[src/rtl/instruction_memory_pkg.sv]
// Shared constants for the instruction memory: default bus widths, the NOP
// encoding and the fixed program image.
package instruction_memory_pkg;

   localparam int DEF_DATA_W = 16;
   localparam int DEF_ADDR_W = 16;
   localparam int DEF_DEPTH  = 256;

   // Encoding returned for unprogrammed or out-of-range locations.
   localparam logic [15:0] NOP = 16'h0000;

   // Number of words in the program image; its index width is derived from it.
   localparam int PROG_LEN   = 8;
   localparam int PROG_IDX_W = $clog2(PROG_LEN);

   // Program image, element 0 is the word at address 0.
   localparam logic [PROG_LEN-1:0][15:0] PROG_IMAGE = {
      16'hF000,   // 7
      16'h9C20,   // 6
      16'h8C10,   // 5
      16'h3C00,   // 4
      16'h2AB0,   // 3
      16'h1AB0,   // 2
      16'h7B02,   // 1
      16'h7A01    // 0
   };

   // Word stored at a given image index.
   function automatic logic [15:0] prog_word(input logic [PROG_IDX_W-1:0] idx);
      return PROG_IMAGE[idx];
   endfunction

endpackage

[src/rtl/instruction_memory.sv]
// Read-only instruction memory: a constant program image looked up from the
// word address and captured in a single output register with synchronous clear.
module instruction_memory
   import instruction_memory_pkg::*;
#(
   parameter int DATA_W = DEF_DATA_W,
   parameter int ADDR_W = DEF_ADDR_W,
   parameter int DEPTH  = DEF_DEPTH
) (
   input  logic              clk,
   input  logic              rst,
   input  logic [ADDR_W-1:0] addr,
   output logic [DATA_W-1:0] instruction
);

   // Bounds held one bit wider than the address so that the full address
   // range compares without truncation; upper address bits never alias.
   localparam logic [ADDR_W:0] DEPTH_L    = (ADDR_W+1)'(DEPTH);
   localparam logic [ADDR_W:0] PROG_LEN_L = (ADDR_W+1)'(PROG_LEN);

   logic [ADDR_W:0]     addr_ext;
   logic                in_image;
   logic [DATA_W-1:0]   rom_word;
   logic [DATA_W-1:0]   instruction_d;
   logic [DATA_W-1:0]   instruction_q;

   assign addr_ext = {1'b0, addr};

   // Constant lookup: image words below PROG_LEN (and below DEPTH), NOP elsewhere.
   always_comb begin
      in_image = (addr_ext < PROG_LEN_L) && (addr_ext < DEPTH_L);
      rom_word = DATA_W'(NOP);
      if (in_image) begin
         rom_word = DATA_W'(prog_word(addr[PROG_IDX_W-1:0]));
      end
   end

   // Next value of the output register is simply the looked-up word.
   always_comb begin
      instruction_d = rom_word;
   end

   // Output register; reset wins over the read in the same cycle.
   always_ff @(posedge clk) begin
      if (rst) begin
         instruction_q <= DATA_W'(NOP);
      end else begin
         instruction_q <= instruction_d;
      end
   end

   assign instruction = instruction_q;

endmodule

[config.mk]
export PLATFORM = sky130hd
export DESIGN_NAME = instruction_memory
export DESIGN_NICKNAME = d
export VERILOG_FILES = /design/src/rtl/instruction_memory_pkg.sv /design/src/rtl/instruction_memory.sv
export SDC_FILE = /design/constraint.sdc
export NUM_CORES = 1
export LEC_CHECK = 0
export ABC_CLOCK_PERIOD_IN_PS = 1200
export BUFFER_PORTS_ARGS = -buffer_cell sky130_fd_sc_hd__buf_2
export CAP_MARGIN = 0
export CORE_MARGIN = 10
export CORE_UTILIZATION = 39
export DETAILED_ROUTE_END_ITERATION = 12
export PLACE_DENSITY = 0.82
export SYNTH_ARGS = -nofsm -noshare
export SYNTH_HDL_FRONTEND = slang
export SYNTH_SLANG_ARGS = --single-unit
export TNS_END_PERCENT = 20
[constraint.sdc]
create_clock -name clk -period 1.2 [get_ports clk]
set_input_delay 0.24 -clock clk [delete_from_list [all_inputs] [get_ports clk]]
set_output_delay 0.24 -clock clk [all_outputs]
set_load 0.01 [all_outputs]
==> metrics.md <==
| Metric | Value |
|---|---|
| Drt pass-1 iters | 3 |
| Drt drc | 0 |
| Crit end category | flip-flop |
| Synth cell types | 20 |
| Worst Hold Depth | 2 |
| Vias in the first global route | 460 |
| CTS resizes | 0 |
| Met3 routed WL | 132 microns |
| Diodes inserted | 0 |
| Synthesis-to-finish area growth | 30.5% |
| Row count | 13 |
| First-pass GRT wire length | 1.97 mm |
| Synthesis Warnings | 0 |
| Yosys top cell by area | dfxtp_1 |
| IO Count | 34 |
| Period utilisation layout | 83.5% |
| Setup TNS | 0 ns |
| CTS Buffer Depth | 2 |
| Pins Over Slew Limit | 0 |
| Top-count cell post-synth | dfxtp_1 |
| Synth top area cells | dfxtp_1, ha_1, buf_4, nor4_1, a21oi_1 |
| Vias | 435 |
| Die W | 56.7 microns |
| GPL Wtd Cong | 0.674 |
| Setup crit start kind | input port |
| Met2 WL | 678 microns |
| H-tree depth | 1 |
| Placed Cells | 94 |
| Post-CTS Setup Bufs | 0 |
| CTS clk-pin slew, worst paths | 0.06 ns |
| Status | completed |
| Synth Register Bits | 12 |
| Critical Path AT | 1.18 ns |
| Highest metal used | met4 |
| Final Hold Violating Endpoints | 0 |
| Die Area | 3220 sq um |
| HP Start | addr[0] |
| CP required | 1.37 ns |
| Antenna-violating nets left | 0 |
| CP bufs+invs | 2 |
| Synth Instances | 52 |
| Setup repair after global routing missed its margin | no |
| Antenna violations before repair | 0 |
| Largest register FFs | 12 |
| Gr usage total | 7.62% |
| Critical path class | input port to flip-flop |
| Core region area | 1280 sq um |
| Max-cap violations | 0 |
| Area of the mapped netlist | 526 sq um |
| Metal-1 WL | 389 microns |
| Total Routed Length | 1.24 mm |
| CP Cell Sequence | buf_2 > nor4_1 > nand4_1 > buf_4 > a211oi_1 |
| Critical Path Start | addr[6] |
| Die height | 56.7 microns |
| Initial DRC count | 5 |
| Sequential-to-total area share from yosys stat | 45.7% |
| Largest net degree at the start of global routing | 13 |
| IO buf count | 30 |
| CTS tree | done |
| Min-Delay Path Class | input port to flip-flop |
| P_leak | 0.364 nW |
| Critical path depth | 5 |
| Final setup viols | 0 |
| Peak supply drop | 0.000342 V |
| Power Dens Cells | 1010 nW/um^2 |
| Grt ovf | 0 |
| Clock Sink Count | 12 |
| Synth async-reset ratio | 0% |
| CP Max Fanout | 12 |
| CP delay by family, top | simple AND/OR/NAND/NOR gates |
| Number of synthesized flops with an enable pin | 0 |
| CP peak stage delay | 0.31 ns |
| DR WL/cell | 12.8 microns |
| Area fraction of the dominant cell type after synthesis | 45.7% |
| Detail Placement HPWL | 1.08 mm |
| Main synth FF type | dfxtp_1 |
| Commonest cells post-synth | dfxtp_1, ha_1, buf_4, nor2_1 |
| Post-layout util | 53.4% |
| Cts hold-fix bufs | 0 |
| Power Total | 690 uW |
| Peak Freq | 998 MHz |
| Slowest-stage cell, CP | nor4_1 |
| Layout Cells excl Fill | 97 |
| Layout cells sized above 1 | 43.9% |
| Starting Density | 40.9% |
| Nets | 109 |
| Synthesized area per cell | 10.1 sq um |
| DR vias/cell | 4.48 |
| Final Critical Period | 1.00 ns |
| CTS Buf Count | 3 |
| Root Driver | clkbuf_4 |
==> logic make-up (layout without fill, tap and decap cells) <==
family	Yosys count	in the layout	synth area share (%)
compound gates	6	6	6.66
fa+ha+maj	7	7	16.7
buf+inv	9	37	11.0
flops	12	12	45.7
other cells	1	3	0.714
simple gates	17	17	19.3
==> cell usage in the layout, fill, tap and decap left out, drive strengths merged, types with 2 or more instances in the layout <==
cell,instances
clkbuf,3
a21oi,3
ha,7
conb,3
nand2,2
nor2,4
inv,3
nor4,4
a211oi,2
dfxtp,12
nor3,2
buf,31
==> routing by layer <==
metal | up-vias | track usage, %
met2 | 18 | 13.9
met3 | 4 | 3.15
met1 | 186 | 6.13
li1 | 227 | -
met5 | - | 0
met4 | 0 | 6.19
==> layout make-up <==
type	instances	area [sq um]
Tap cell	15	18.8
Sequential cell	12	240
Multi-Input combinational cell	33	235
Clock buffer	3	22.5
Fill cell	126	599
Inverter	3	11.3
Timing Repair Buffer	31	158
==> metrics by stage <==
stage	instance area (sq um)	hold WS (ns)	setup WS (ns)
after floorplan	533	0.312	0.150
after global placement	663	0.504	-0.0127
after detailed placement	663	0.523	-0.0841
after CTS	686	0.244	0.190
after global routing	686	0.255	0.0772
final	686	0.248	0.198
==> path summary, 6_finish.rpt <==
check / end / slack [ns]
setup / recovery: instruction[12]$_SDFF_PP0_ / 0.20
hold / removal: instruction[0]$_SDFF_PP0_ / 0.25
==> power breakdown <==
group | internal, mW | switching, mW
logic | 0.0317 | 0.0386
registers | 0.398 | 0.00000335
clock network | 0.116 | 0.106
total | 0.545 | 0.145
Note: power is estimated with default switching activity, not from simulation.
